File: src/rtl/dual_issue_buffer_if.sv
// Decode-to-issue bundle for the dual-issue buffer: incoming pair, presented lanes,
// the redirect flush and the occupancy count.
interface dual_issue_buffer_if #(
  parameter int DEPTH     = 4,
  parameter int PAYLOAD_W = 160
);
  localparam int CNT_W = $clog2(DEPTH) + 1;

  logic                       flush;
  logic                       in_valid;
  logic                       in_ready;
  logic [1:0]                 in_slot_v;
  logic [1:0][PAYLOAD_W-1:0]  in_payload;
  logic [1:0][4:0]            in_rd;
  logic [1:0][4:0]            in_rs1;
  logic [1:0][4:0]            in_rs2;
  logic [1:0]                 in_use_rs1;
  logic [1:0]                 in_use_rs2;
  logic [1:0]                 in_rf_we;
  logic [1:0]                 in_is_mem;
  logic [1:0]                 in_is_ctrl;
  logic                       issue_ready;
  logic [1:0]                 out_v;
  logic [1:0][PAYLOAD_W-1:0]  out_payload;
  logic [1:0][4:0]            out_rd;
  logic [1:0]                 out_is_mem;
  logic [CNT_W-1:0]           count;

  modport master (
    output flush, in_valid, in_slot_v, in_payload, in_rd, in_rs1, in_rs2,
           in_use_rs1, in_use_rs2, in_rf_we, in_is_mem, in_is_ctrl, issue_ready,
    input  in_ready, out_v, out_payload, out_rd, out_is_mem, count
  );

  modport slave (
    input  flush, in_valid, in_slot_v, in_payload, in_rd, in_rs1, in_rs2,
           in_use_rs1, in_use_rs2, in_rf_we, in_is_mem, in_is_ctrl, issue_ready,
    output in_ready, out_v, out_payload, out_rd, out_is_mem, count
  );
endinterface

File: src/rtl/dual_issue_buffer.sv
// FIFO of decoded instruction pairs feeding the Issue Unit; pairs that cannot
// dual-issue (intra-pair RAW, two memory ops, control in slot 0) go out over two cycles.
module dual_issue_buffer #(
  parameter int DEPTH     = 4,
  parameter int PAYLOAD_W = 160
) (
  input  logic                clk,
  input  logic                rst,
  dual_issue_buffer_if.slave  bus
);
  localparam int PTR_W = $clog2(DEPTH);
  localparam int CNT_W = PTR_W + 1;

  // The split decision only depends on the pair itself, so it is resolved once at push.
  typedef struct packed {
    logic [1:0]                slot_v;
    logic [1:0][PAYLOAD_W-1:0] payload;
    logic [1:0][4:0]           rd;
    logic [1:0]                is_mem;
    logic                      split;
  } entry_t;

  typedef enum logic {PAIR, SECOND} state_t;

  entry_t                    mem_q [DEPTH];
  entry_t                    mem_d [DEPTH];
  entry_t                    in_entry;
  entry_t                    head;
  logic [PTR_W-1:0]          wr_ptr_q, wr_ptr_d;
  logic [PTR_W-1:0]          rd_ptr_q, rd_ptr_d;
  logic [CNT_W-1:0]          count_q, count_d;
  state_t                    state_q, state_d;
  logic                      push;
  logic                      pop;
  logic                      raw_hazard;
  logic                      in_ready_c;
  logic [1:0]                out_v_c;
  logic [1:0][PAYLOAD_W-1:0] lane_payload;
  logic [1:0][4:0]           lane_rd;
  logic [1:0]                lane_mem;
  logic                      unused_inputs;

  assign unused_inputs = ^{bus.in_rs1[0], bus.in_rs2[0], bus.in_use_rs1[0],
                           bus.in_use_rs2[0], bus.in_rf_we[1], bus.in_is_ctrl[1]};

  assign head       = mem_q[rd_ptr_q];
  assign in_ready_c = (count_q != CNT_W'(DEPTH));

  always_comb begin
    raw_hazard = bus.in_rf_we[0] && (bus.in_rd[0] != 5'd0) &&
                 ((bus.in_use_rs1[1] && (bus.in_rs1[1] == bus.in_rd[0])) ||
                  (bus.in_use_rs2[1] && (bus.in_rs2[1] == bus.in_rd[0])));
    in_entry.slot_v  = bus.in_slot_v;
    in_entry.payload = bus.in_payload;
    in_entry.rd      = bus.in_rd;
    in_entry.is_mem  = bus.in_is_mem;
    in_entry.split   = (bus.in_slot_v == 2'b11) &&
                       (raw_hazard || (bus.in_is_mem == 2'b11) || bus.in_is_ctrl[0]);
    push = bus.in_valid && in_ready_c && (|bus.in_slot_v) && !bus.flush;
  end

  always_comb begin
    state_d      = state_q;
    pop          = 1'b0;
    out_v_c      = 2'b00;
    lane_payload = head.payload;
    lane_rd      = head.rd;
    lane_mem     = head.is_mem;
    unique case (state_q)
      PAIR: begin
        if (count_q != '0) begin
          if (head.split) begin
            out_v_c = 2'b01;
            if (bus.issue_ready) state_d = SECOND;
          end else begin
            out_v_c = head.slot_v;
            pop     = bus.issue_ready;
          end
        end
      end
      SECOND: begin
        out_v_c         = 2'b01;
        lane_payload[0] = head.payload[1];
        lane_rd[0]      = head.rd[1];
        lane_mem[0]     = head.is_mem[1];
        if (bus.issue_ready) begin
          pop     = 1'b1;
          state_d = PAIR;
        end
      end
      default: state_d = PAIR;
    endcase
    if (bus.flush) begin
      out_v_c = 2'b00;
      pop     = 1'b0;
      state_d = PAIR;
    end
  end

  always_comb begin
    mem_d    = mem_q;
    wr_ptr_d = wr_ptr_q;
    rd_ptr_d = rd_ptr_q;
    count_d  = count_q;
    if (bus.flush) begin
      wr_ptr_d = '0;
      rd_ptr_d = '0;
      count_d  = '0;
    end else begin
      if (push) begin
        mem_d[wr_ptr_q] = in_entry;
        wr_ptr_d        = wr_ptr_q + PTR_W'(1);
      end
      if (pop) rd_ptr_d = rd_ptr_q + PTR_W'(1);
      unique case ({push, pop})
        2'b10:   count_d = count_q + CNT_W'(1);
        2'b01:   count_d = count_q - CNT_W'(1);
        default: count_d = count_q;
      endcase
    end
  end

  always_ff @(posedge clk or negedge rst) begin
    if (!rst) begin
      state_q  <= PAIR;
      wr_ptr_q <= '0;
      rd_ptr_q <= '0;
      count_q  <= '0;
    end else begin
      state_q  <= state_d;
      wr_ptr_q <= wr_ptr_d;
      rd_ptr_q <= rd_ptr_d;
      count_q  <= count_d;
    end
  end

  // Entry storage needs no reset: nothing is presented while count is zero.
  always_ff @(posedge clk) begin
    mem_q <= mem_d;
  end

  assign bus.in_ready    = in_ready_c;
  assign bus.out_v       = out_v_c;
  assign bus.out_payload = lane_payload;
  assign bus.out_rd      = lane_rd;
  assign bus.out_is_mem  = lane_mem & out_v_c;
  assign bus.count       = count_q;
endmodule

File: src/flat_wrapper.sv
// flat-port wrapper written by rule: the top's interface ports become plain ports
module dual_issue_buffer_flat 
#(
  parameter int DEPTH     = 4,
  parameter int PAYLOAD_W = 160
)
  (clk, rst, bus_flush, bus_in_valid, bus_in_slot_v, bus_in_payload, bus_in_rd, bus_in_rs1, bus_in_rs2, bus_in_use_rs1, bus_in_use_rs2, bus_in_rf_we, bus_in_is_mem, bus_in_is_ctrl, bus_issue_ready, bus_in_ready, bus_out_v, bus_out_payload, bus_out_rd, bus_out_is_mem, bus_count);
  dual_issue_buffer_if #(.DEPTH(DEPTH), .PAYLOAD_W(PAYLOAD_W)) bus_i ();
  input  logic clk;
  input  logic rst;
  input wire logic [$bits(bus_i.flush)-1:0] bus_flush;
  input wire logic [$bits(bus_i.in_valid)-1:0] bus_in_valid;
  input wire logic [$bits(bus_i.in_slot_v)-1:0] bus_in_slot_v;
  input wire logic [$bits(bus_i.in_payload)-1:0] bus_in_payload;
  input wire logic [$bits(bus_i.in_rd)-1:0] bus_in_rd;
  input wire logic [$bits(bus_i.in_rs1)-1:0] bus_in_rs1;
  input wire logic [$bits(bus_i.in_rs2)-1:0] bus_in_rs2;
  input wire logic [$bits(bus_i.in_use_rs1)-1:0] bus_in_use_rs1;
  input wire logic [$bits(bus_i.in_use_rs2)-1:0] bus_in_use_rs2;
  input wire logic [$bits(bus_i.in_rf_we)-1:0] bus_in_rf_we;
  input wire logic [$bits(bus_i.in_is_mem)-1:0] bus_in_is_mem;
  input wire logic [$bits(bus_i.in_is_ctrl)-1:0] bus_in_is_ctrl;
  input wire logic [$bits(bus_i.issue_ready)-1:0] bus_issue_ready;
  output wire logic [$bits(bus_i.in_ready)-1:0] bus_in_ready;
  output wire logic [$bits(bus_i.out_v)-1:0] bus_out_v;
  output wire logic [$bits(bus_i.out_payload)-1:0] bus_out_payload;
  output wire logic [$bits(bus_i.out_rd)-1:0] bus_out_rd;
  output wire logic [$bits(bus_i.out_is_mem)-1:0] bus_out_is_mem;
  output wire logic [$bits(bus_i.count)-1:0] bus_count;
  assign bus_i.flush = bus_flush;
  assign bus_i.in_valid = bus_in_valid;
  assign bus_i.in_slot_v = bus_in_slot_v;
  assign bus_i.in_payload = bus_in_payload;
  assign bus_i.in_rd = bus_in_rd;
  assign bus_i.in_rs1 = bus_in_rs1;
  assign bus_i.in_rs2 = bus_in_rs2;
  assign bus_i.in_use_rs1 = bus_in_use_rs1;
  assign bus_i.in_use_rs2 = bus_in_use_rs2;
  assign bus_i.in_rf_we = bus_in_rf_we;
  assign bus_i.in_is_mem = bus_in_is_mem;
  assign bus_i.in_is_ctrl = bus_in_is_ctrl;
  assign bus_i.issue_ready = bus_issue_ready;
  assign bus_in_ready = bus_i.in_ready;
  assign bus_out_v = bus_i.out_v;
  assign bus_out_payload = bus_i.out_payload;
  assign bus_out_rd = bus_i.out_rd;
  assign bus_out_is_mem = bus_i.out_is_mem;
  assign bus_count = bus_i.count;
  dual_issue_buffer #(.DEPTH(DEPTH), .PAYLOAD_W(PAYLOAD_W)) u_core (.clk(clk), .rst(rst), .bus(bus_i));
endmodule
File: config.mk
export PLATFORM = sky130hd
export DESIGN_NAME = dual_issue_buffer_flat
export DESIGN_NICKNAME = d
export VERILOG_FILES = /design/src/rtl/dual_issue_buffer_if.sv /design/src/rtl/dual_issue_buffer.sv /design/src/flat_wrapper.sv
export SDC_FILE = /design/constraint.sdc
export NUM_CORES = 1
export LEC_CHECK = 0
export CORE_ASPECT_RATIO = 0.5
export CORE_MARGIN = 2
export CORE_UTILIZATION = 49
export CTS_CLUSTER_DIAMETER = 100
export DETAILED_ROUTE_END_ITERATION = 6
export PLACE_DENSITY = 0.86
export SLEW_MARGIN = 20
export SYNTH_ARGS = -nofsm -noshare
export SYNTH_HDL_FRONTEND = slang
export SYNTH_SLANG_ARGS = --single-unit
File: constraint.sdc
create_clock -name clk -period 8.54 [get_ports clk]
set_input_delay 1.708 -clock clk [delete_from_list [all_inputs] [get_ports clk]]
set_output_delay 1.708 -clock clk [all_outputs]
set_load 0.1 [all_outputs]
Word-level counts from Yosys, hierarchy flattened
Cells that the tools add are included.

word-level totals
  register bits after elaboration = 1348
  bits in latches = 0
  memory bits (writable) = 0
  bits in read-only memories = 0
  input bits = 367
  output and inout port bits = 338
  logic and storage cells = 100
  memories kept = 0

operators by class
  add/subtract/negate cells = 4
  $mul = 0
  divide/modulo/power cells = 0
  $lt $le $gt $ge = 3
  eq/ne operators = 7
  shifts and indexed selects = 0
  muxes and demuxes = 29
  bitwise logic cells = 5
  reduce and logical (&&, ||, !) cells = 20

operators by type and width
  kind                 count
  $bwmux 1340          1
  $mux 335             3
  $bmux 335 s2         1
  $demux 335 s2        1
  $mux 160             1
  $mux 2               7
  $eq 5x5->1           2
  $logic_and 1x1->1    9
  $mux 1               9
  $eq 2x2->1 const B   3
  $ge 3x3->1 const B   2
  $not 2->3            2
  $pmux 3 s2           1
  $reduce_bool 3->1    2
  $mux 5               1
  $reduce_bool 5->1    1
  $add 2x1->2 const B  2
  $pmux 1 s2           2
  $pmux 2 s2           1
  $reduce_bool 2->1    2
  $add 3x1->3 const B  1
  $logic_or 1x1->1     3
  $lt 3x1->1 const B   1
  $mux 3               1
  8 further kinds      9

Depth between registers and ports, before layout
  word-level depth = 11
  gate-level depth with buffers = 10
  gate-level depth less buffers = 9

Worst setup path after synthesis
Ideal clock, no wire load.

  kind = register to register
  from = register u_core.count_q[0], in the netlist u_core.bus.count[0]
  to = register u_core.mem_q[0] in the netlist's numbering (enable)
  setup time = 741 ps
  arrival time = 10065 ps
  data required time = 7799 ps
  slack = -2266 ps
  cell stages (with the launch flop) = 5
  buffers on the path = 0
  period minus slack after synthesis = 10806 ps
  cells stage by stage = dfrtp_1 > or3b_1 > o211ai_2 > nor2_1 > and2_1

on the way
  word-level cells in the longest chain between the ends = 5

ends and longest elaborated chain
  what                               RTL line                  source
  start: declaration                 dual_issue_buffer.sv:31   logic [CNT_W-1:0] count_q, count_d;
  start signal: assignment           dual_issue_buffer.sv:133  count_q <= count_d;
  $ne 3x3->1                         dual_issue_buffer.sv:47   assign in_ready_c = (count_q != CNT_W'(DEPTH));
  named net bus_in_ready             flat_wrapper.sv:24        output wire logic [$bits(bus_i.in_ready)-1:0] bus_in_ready;
  $logic_and 1x1->1 (3 in series)    dual_issue_buffer.sv:59   push = bus.in_valid && in_ready_c && (|bus.in_slot_v) && !bus.flush;
  $reduce_and 2->1 (no source line)  n/a
  end signal: assignment             dual_issue_buffer.sv:139  mem_q <= mem_d;
  end: declaration                   dual_issue_buffer.sv:25   entry_t mem_q [DEPTH];

The timed path passes the listed nets, and every way through them passes these cells.
A chain may end at the register's enable or synchronous reset.

Worst setup path in the final report
  from = register u_core.rd_ptr_q[1]
  to = output bus_out_payload[90]

on the way
  word-level cells in the longest chain between the ends = 5

ends and longest elaborated chain
  what                                          RTL line                  source
  start: declaration                            dual_issue_buffer.sv:30   logic [PTR_W-1:0] rd_ptr_q, rd_ptr_d;
  start signal: assignment                      dual_issue_buffer.sv:132  rd_ptr_q <= rd_ptr_d;
  $not 2->3 (not written as such)               dual_issue_buffer.sv:46   assign head = mem_q[rd_ptr_q];
  $bmux 335 s2                                  dual_issue_buffer.sv:46
  $mux 335 (not written as such) (2 in series)  dual_issue_buffer.sv:46
  $mux 160                                      dual_issue_buffer.sv:69   unique case (state_q)
  end: declaration                              flat_wrapper.sv:26        output wire logic [$bits(bus_i.out_payload)-1:0] bus_out_payload;

Every way passes these cells. The select of a mux whose other input is x is not followed.

==> summary.md <==
| Metric | Value |
|---|---|
| Status | `finished, final reports clean` |
| # IOs | `705` |
| R2r setup slk | `5030 ps` |
| Setup TNS | `0 ps` |
| GR Overflow Total | `0` |
| CTS tree | `done` |
| Antenna-violating nets left | `0` |
| Crit-path cells | `buf_4, buf_4, mux4_2, mux2_2, clkdlybuf4s50_1` |
| Drt pass-1 iters | `7` |
| Die Span Y | `232 um` |
| Hold-fix buffers, CTS | `0` |
| Mapped Area | `50,800 sq um` |
| Final GP Congestion | `0.808` |
| Sequential fraction of the synthesis area | `79.6%` |
| Initial drt markers | `2,219` |
| GRT Resource Usage Total | `22.0%` |
| Die Width | `459 um` |
| Worst slack at placement | `2260 ps` |
| DRC Markers | `0` |
| Cts repair resizes | `0` |
| Area grow syn2layout | `24.5%` |
| Worst setup path category | `reg -> out` |
| Share of cells above drive strength 1 | `24.6%` |
| Filler instances | `6,558` |
| # nets final | `3,112` |
| YS warnings | `0` |
| Max frequency | `154 MHz` |
| Final period utilization | `75.8%` |
| Cells after Synth | `2,015` |
| RSZ-0062 raised after global routing | `false` |
| Power Density | `322 nW/um^2` |
| Hold slack final | `618 ps` |
| Final worst slack | `2070 ps` |
| Multi-input gate area | `9930 sq um` |
| Initial core utilization | `49.5%` |
| Setup violators final | `0` |
| Number of global-route vias before repair | `25,923` |
| Worst Path Required | `6830 ps` |
| Final core area utilization | `61.6%` |
| Max Buffers Root-to-Sink | `3` |
| Worst r2r src | `u_core.state_q` |
| Largest net degree at the start of global routing | `168` |
| Hold depth | `2` |
| CTS H-Tree Depth | `3` |
| Hold Path Class | `reg -> reg` |
| Worst reg2reg path depth | `9` |
| Vias/cell | `5.73` |
| Worst slew margin | `20.9%` |
| Syn Nets | `2,387` |
| Most common cell on crit path | `buf_4` |
| Cts bufs inserted | `110` |
| Synth cell types | `37` |
| Global-route wire length before repair | `171 mm` |
| CP peak stage delay | `1000 ps` |
| Reg2reg end | `u_core.bus.count[2]` |
| Clk_lat worst skew | `750 ps` |
| Hold Path Origin | `u_core.wr_ptr_q[1]` |
| Initial antenna violation count | `61` |
| Endpoint, Worst Hold | `u_core.wr_ptr_q[1]` |
| Critical Path Slowest Stage Cell | `clkdlybuf4s50_1` |
| Clock Skews | `54.5 ps` |
| Crit path arrival time | `4770 ps` |
| Mean Syn Cell Area | `25.2 sq um` |
| Die ar. | `106,000 sq um` |
| Fin crit period | `6470 ps` |
| Post-Route WL | `120 mm` |
| Clk slew on worst S/H paths | `70 ps` |
| DP HPWL | `72.2 mm` |
| Max_cap viols | `0` |
| Clock sinks | `1,348` |
| Fin. Hold Viols | `0` |
| P_leak | `0.0194 uW` |
| DR vias | `24,392` |
| Setup Buffers After CTS | `0` |
| Std-Cell Core Area | `103,000 sq um` |
| Routed len/inst | `28.3 um` |
| IO Port Bufs | `690` |
| CP endpoint kind | `output pin` |
| Register area | `40,500 sq um` |
| CTS root buf | `clkbuf_16` |
| Slew Limit Fails | `0` |
| Worst Tran Pin Value | `1190 ps` |
| Rows | `83` |
| Maximum vdd drop | `0.235 mV` |
| Seq cells post-synth | `1,348` |
| Max FO, Critical Path | `53` |
| Startpoint types | `flop` |
==> placed cells by master, fill, tap and decap left out, drive strengths merged <==
cell           instances
inv                    7
clkdlybuf4s50        690
o211ai                 2
xor2                   2
a21oi                  3
nand4                  2
a41oi                  1
or4                    1
mux2i                  3
o21bai                 1
nor3                   2
edfxtp              1340
nor3b                  1
dfrtp                  8
nor2                  12
clkbuf               120
buf                   18
a211oi                 1
bufinv                17
xnor2                 12
nor2b                  2
clkinvlp               4
nand2                  4
clkinv                64
mux4                 335
mux2                 167
nand2b                 3
diode                 62
fa                     1
nand3                  2
or3b                   1
ha                     4
nor4bb                 1
and2                   5
o22ai                  1
==> Yosys cell counts <==
cell type,n,area (sq um)
nor3_1,2,10.0
mux4_2,335,7540
or4_1,1,7.51
a211oi_1,1,7.51
nand3_1,2,10.0
inv_1,3,11.3
o22ai_1,1,6.26
nand4_1,2,12.5
clkbuf_1,34,128
or3b_1,1,8.76
buf_4,1,7.51
mux2_1,2,22.5
buf_6,6,67.6
nor3b_1,1,7.51
nand2b_1,3,18.8
nand2_2,1,6.26
buf_2,34,170
xnor2_1,11,96.3
edfxtp_1,1340,40200
buf_1,20,75.1
and2_1,5,31.3
o211ai_1,1,7.51
nand2_1,3,11.3
xor2_1,2,17.5
dfrtp_1,8,200
a41oi_1,1,8.76
mux2_2,165,1860
o21bai_4,1,18.8
xnor2_2,1,16.3
ha_1,4,50.1
mux2i_1,3,30.0
nor4bb_1,1,10.0
o211ai_2,1,12.5
nor2b_1,2,12.5
a21oi_1,3,15.0
nor2_1,12,45.0
fa_1,1,20.0
==> metal layers <==
layer  vias to the layer above  global-route usage, %  wire, um
met5                         -                      0        13
met4                         2                   17.2      9260
met3                       349                   3.68      5330
met2                       987                   38.1     64700
met1                     12845                   24.5     41100
li1                      10209                      -         -
==> stage by stage <==
step / power (uW) / cells / cell area, sq um
2_1_floorplan: 13400 / 2015 / 50800
3_3_place_gp: 15100 / 3987 / 59300
3_5_place_dp: 15200 / 3987 / 59300
4_1_cts: 20500 / 4196 / 63100
5_1_grt: 20900 / 4257 / 63300
6_report: 20400 / 4259 / 63300
==> area by class of cell <==
class	count	share of cell area, %
antenna	62	0.245
clock inverter	89	1.55
sequential	1348	63.9
tap	1360	2.69
timing repair buffer	708	11.4
clock buffer	120	4.44
inverter	3	0.0178
multi-input combinational	569	15.7
==> critical path: cells and delay by family, from the launching register on <==
family / cells / cell delay (ps)
flip-flops: 1 / 780
multiplexers: 2 / 760
buffers and inverters: 3 / 2420
==> where the power goes <==
group | leakage [uW] | internal (uW) | total [uW] | switching, uW
clock | 0.00185 | 2920 | 5320 | 2400
sequential | 0.0122 | 7550 | 7690 | 143
combinational | 0.00534 | 2060 | 7370 | 5310
total | 0.0194 | 12500 | 20400 | 7850
==> sequential cells by signal, indices dropped and copies added, names as in the netlist <==
signal / flops
u_core.bus.count: 3
u_core.wr_ptr_q: 2
u_core.state_q: 1
u_core.rd_ptr_q: 2
u_core.mem_q: 1340
==> logic make-up (layout without fill, tap and decap cells) <==
| group | after synthesis | in the layout | synth area share, % |
|---|---|---|---|
| adder cells (fa/ha/maj) | 5 | 5 | 0.138 |
| buffers and inverters | 98 | 920 | 0.904 |
| XOR/XNOR | 14 | 14 | 0.256 |
| flip-flops | 1348 | 1348 | 79.6 |
| other | 0 | 62 | 0 |
| AO/OA/AOI/OAI | 9 | 9 | 0.150 |
| AND/OR/NAND/NOR | 36 | 36 | 0.377 |
| multiplexers | 505 | 505 | 18.6 |
==> worst max-delay path by stage <==
stage,end,slack (ps),start
final,bus_out_payload[90],2070,u_core.rd_ptr_q[1]
after global routing,bus_out_payload[90],1930,u_core.rd_ptr_q[1]
after CTS,bus_out_payload[90],2020,u_core.rd_ptr_q[1]
after detailed placement,bus_out_is_mem[1],2260,bus_flush
after global placement,bus_out_is_mem[1],2260,bus_flush
after floorplan,bus_out_is_mem[1],1170,bus_flush
(Power assumes the default switching activity.)
==> variant: new RTL, same settings <==
`PAYLOAD_W` is set to 160 in 3 places; all go to 320.
--- a/src/rtl/dual_issue_buffer_if.sv
+++ b/src/rtl/dual_issue_buffer_if.sv
@@ -2,7 +2,7 @@
 // the redirect flush and the occupancy count.
 interface dual_issue_buffer_if #(
   parameter int DEPTH     = 4,
-  parameter int PAYLOAD_W = 160
+  parameter int PAYLOAD_W = 320
 );
   localparam int CNT_W = $clog2(DEPTH) + 1;
 
--- a/src/rtl/dual_issue_buffer.sv
+++ b/src/rtl/dual_issue_buffer.sv
@@ -2,7 +2,7 @@
 // dual-issue (intra-pair RAW, two memory ops, control in slot 0) go out over two cycles.
 module dual_issue_buffer #(
   parameter int DEPTH     = 4,
-  parameter int PAYLOAD_W = 160
+  parameter int PAYLOAD_W = 320
 ) (
   input  logic                clk,
   input  logic                rst,
--- a/src/flat_wrapper.sv
+++ b/src/flat_wrapper.sv
@@ -2,7 +2,7 @@
 module dual_issue_buffer_flat 
 #(
   parameter int DEPTH     = 4,
-  parameter int PAYLOAD_W = 160
+  parameter int PAYLOAD_W = 320
 )
   (clk, rst, bus_flush, bus_in_valid, bus_in_slot_v, bus_in_payload, bus_in_rd, bus_in_rs1, bus_in_rs2, bus_in_use_rs1, bus_in_use_rs2, bus_in_rf_we, bus_in_is_mem, bus_in_is_ctrl, bus_issue_ready, bus_in_ready, bus_out_v, bus_out_payload, bus_out_rd, bus_out_is_mem, bus_count);
   dual_issue_buffer_if #(.DEPTH(DEPTH), .PAYLOAD_W(PAYLOAD_W)) bus_i ();
Ports: changed (resized bus_in_payload and bus_out_payload); port bits go from 705 to 1345. The function was not compared with the original's and may differ.
==> variant against the original RTL <==
Power increased by 96%. Sequential cell count increased by 1280. Wire length increased to 2.5 times the old value. Area after synthesis increased by 94%. Cell count increased by 93%. Register-to-register slack got worse by 0.14 ns. Count of clock-buffer cells in the layout increased by 161. Worst setup slack got worse by 0.21 ns. Final area increased by 92%.
==> variant: results (changes against the original RTL) <==
| Step | Quantity | This run | Delta |
|---|---|---|---|
| clock network | Buffer depth of the longest clock path | 4 | +1 |
| floorplanning | DIE WIDTH | 638.4 um | +39% |
| grt | Global-route wire length before repair | 404800 um | +140% |
| placed design | Number of cells in the design after placement | 7714 | +93% |
| yosys | Share of the yosys chip area belonging to registers | 0.8000 | +0.004253 |
| grt | Antenna violations before repair | 152 | +150% |
| placed design | Placer congestion estimate | 1.000 | +24% |
| placed design | Buffers added on ports | 1330 | +93% |
| grt | GRT Util Overall | 0.2881 | +0.06777 |
| worst setup path | Maximum cell stage delay along the critical path | 1.04 ns | +0.04 ns |
| grt | Met1 GRT Util | 0.3693 | +0.1241 |
| placed design | Worst slack at placement | 2.314 ns | +0.05125 ns |
| yosys | Area contributors post-synth | edfxtp_1 80%, mux4_2 15%, mux2_2 3.7%, buf_2 0.35%, clkbuf_1 0.31% |  |
| placed design | Detail Placement HPWL | 207000 um | +190% |
| yosys | Post-synth ARST share | 0.003044 | -0.002891 |
| layout | Flip-flop count of the largest register after layout | 2620 | +96% |
| worst setup path | Data arrival time of the worst path | 4.98 ns | +0.21 ns |
| layout | Proportion of layout cells with a drive suffix above 1 | 0.2691 | +0.02341 |
| layout | Final non-filler cell total | 8226 | +93% |
| yosys | Count of unique library cells instantiated by Yosys | 36 | -2.7% |
| placed design | Placed Instance Area | 114700 um2 | +93% |
| yosys | Most frequent cells after synthesis | 2620 x edfxtp_1, 655 x mux4_2, 325 x mux2_2 |  |
| yosys | Number of synthesized flops with an enable pin | 2620 | +96% |
| clock network | Worst-Skew Late Latency | 0.87 ns | +0.12 ns |
| yosys | Net count of the mapped netlist | 4556 | +91% |
| routing | Number of design-rule violations left by the first detailed-router iteration | 6853 | +210% |
| pwr | Total leakage power | 0.03743 uW | +93% |
| clock network | TritonCTS buffer count | 221 | +100% |
| yosys | Post-Syn Instances | 3864 | +92% |
| worst setup path | Largest fanout on the critical path | 31 | -42% |
| layout | Number of filler instances in the final layout | 13250 | +100% |
| worst setup path | Standard cell with the maximum stage delay on the critical path | clkdlybuf4s50_1 |  |
| routing | Average vias per placed instance | 6.147 | +7.3% |
| grt | Number of global-route vias before repair | 50110 | +93% |
| sta | Fin Clk Skew | 0.05637 ns | +0.001825 ns |
| clock network | Level count of the clock H-tree | 4 | +1 |
| pwr | VDD IR-drop max | 379.2 uV | +61% |
| grt | Maximum number of pins on one net before global-route repair | 162 | -3.6% |
| layout | Nets | 5974 | +92% |
| run status | Run status | finished, final reports clean |  |
| sta | Tightest slew margin relative to the limit | 0.1311 | -0.07741 |
[variant: worst paths after layout]
kind	startpoint	end	slack (ns)	cells after the start
worst min register to register	u_core.wr_ptr_q[1]$_DFFE_PN0P_	u_core.wr_ptr_q[1]$_DFFE_PN0P_	0.60	2
worst max register to register	u_core.bus.count[0]$_DFFE_PN0P_	u_core.mem_q[1413]$_DFFE_PP_	4.89	5
max in group asynchronous	rst	u_core.state_q$_DFF_PN0_	7.09	1
worst min-delay path	u_core.wr_ptr_q[1]$_DFFE_PN0P_	u_core.wr_ptr_q[1]$_DFFE_PN0P_	0.60	2
worst max-delay path	u_core.rd_ptr_q[0]$_DFFE_PN0P_	bus_out_payload[223]	1.85	5
min in group asynchronous	rst	u_core.wr_ptr_q[0]$_DFFE_PN0P_	1.14	1
[variant: per-layer routing]
metal,up-vias,routed length [um]
met1,26660,110100
li1,19710,-
met3,870,34820
met5,-,727
met2,3283,139300
met4,48,18390
[variant: layout make-up]
type	instances	area (um2)	area share
Timing Repair Buffer	1379	13490	0.1108
Clock inverter	108	920.9	0.007562
Inverter	3	11.26	0.00009247
Tap cell	2655	3322	0.02728
Multi-Input combinational cell	1049	18940	0.1556
Antenna cell	123	307.8	0.002528
Sequential cell	2628	78890	0.6478
Clock buffer	281	5889	0.04836
[variant: logic make-up after synthesis]
| logic type | Yosys count | share of synthesized area |
|---|---|---|
| compound gates | 9 | 0.0007741 |
| xor+xnor | 14 | 0.001320 |
| fa+ha+maj | 5 | 0.0007107 |
| buf+inv | 187 | 0.008033 |
| flops | 2628 | 0.8000 |
| mux | 985 | 0.1873 |
| simple gates | 36 | 0.001942 |
[variant: power by group]
group	internal [uW]	switching, uW
sequential	14700	172
clock	5310	4550
combinational	3870	11300
total	23900	16100
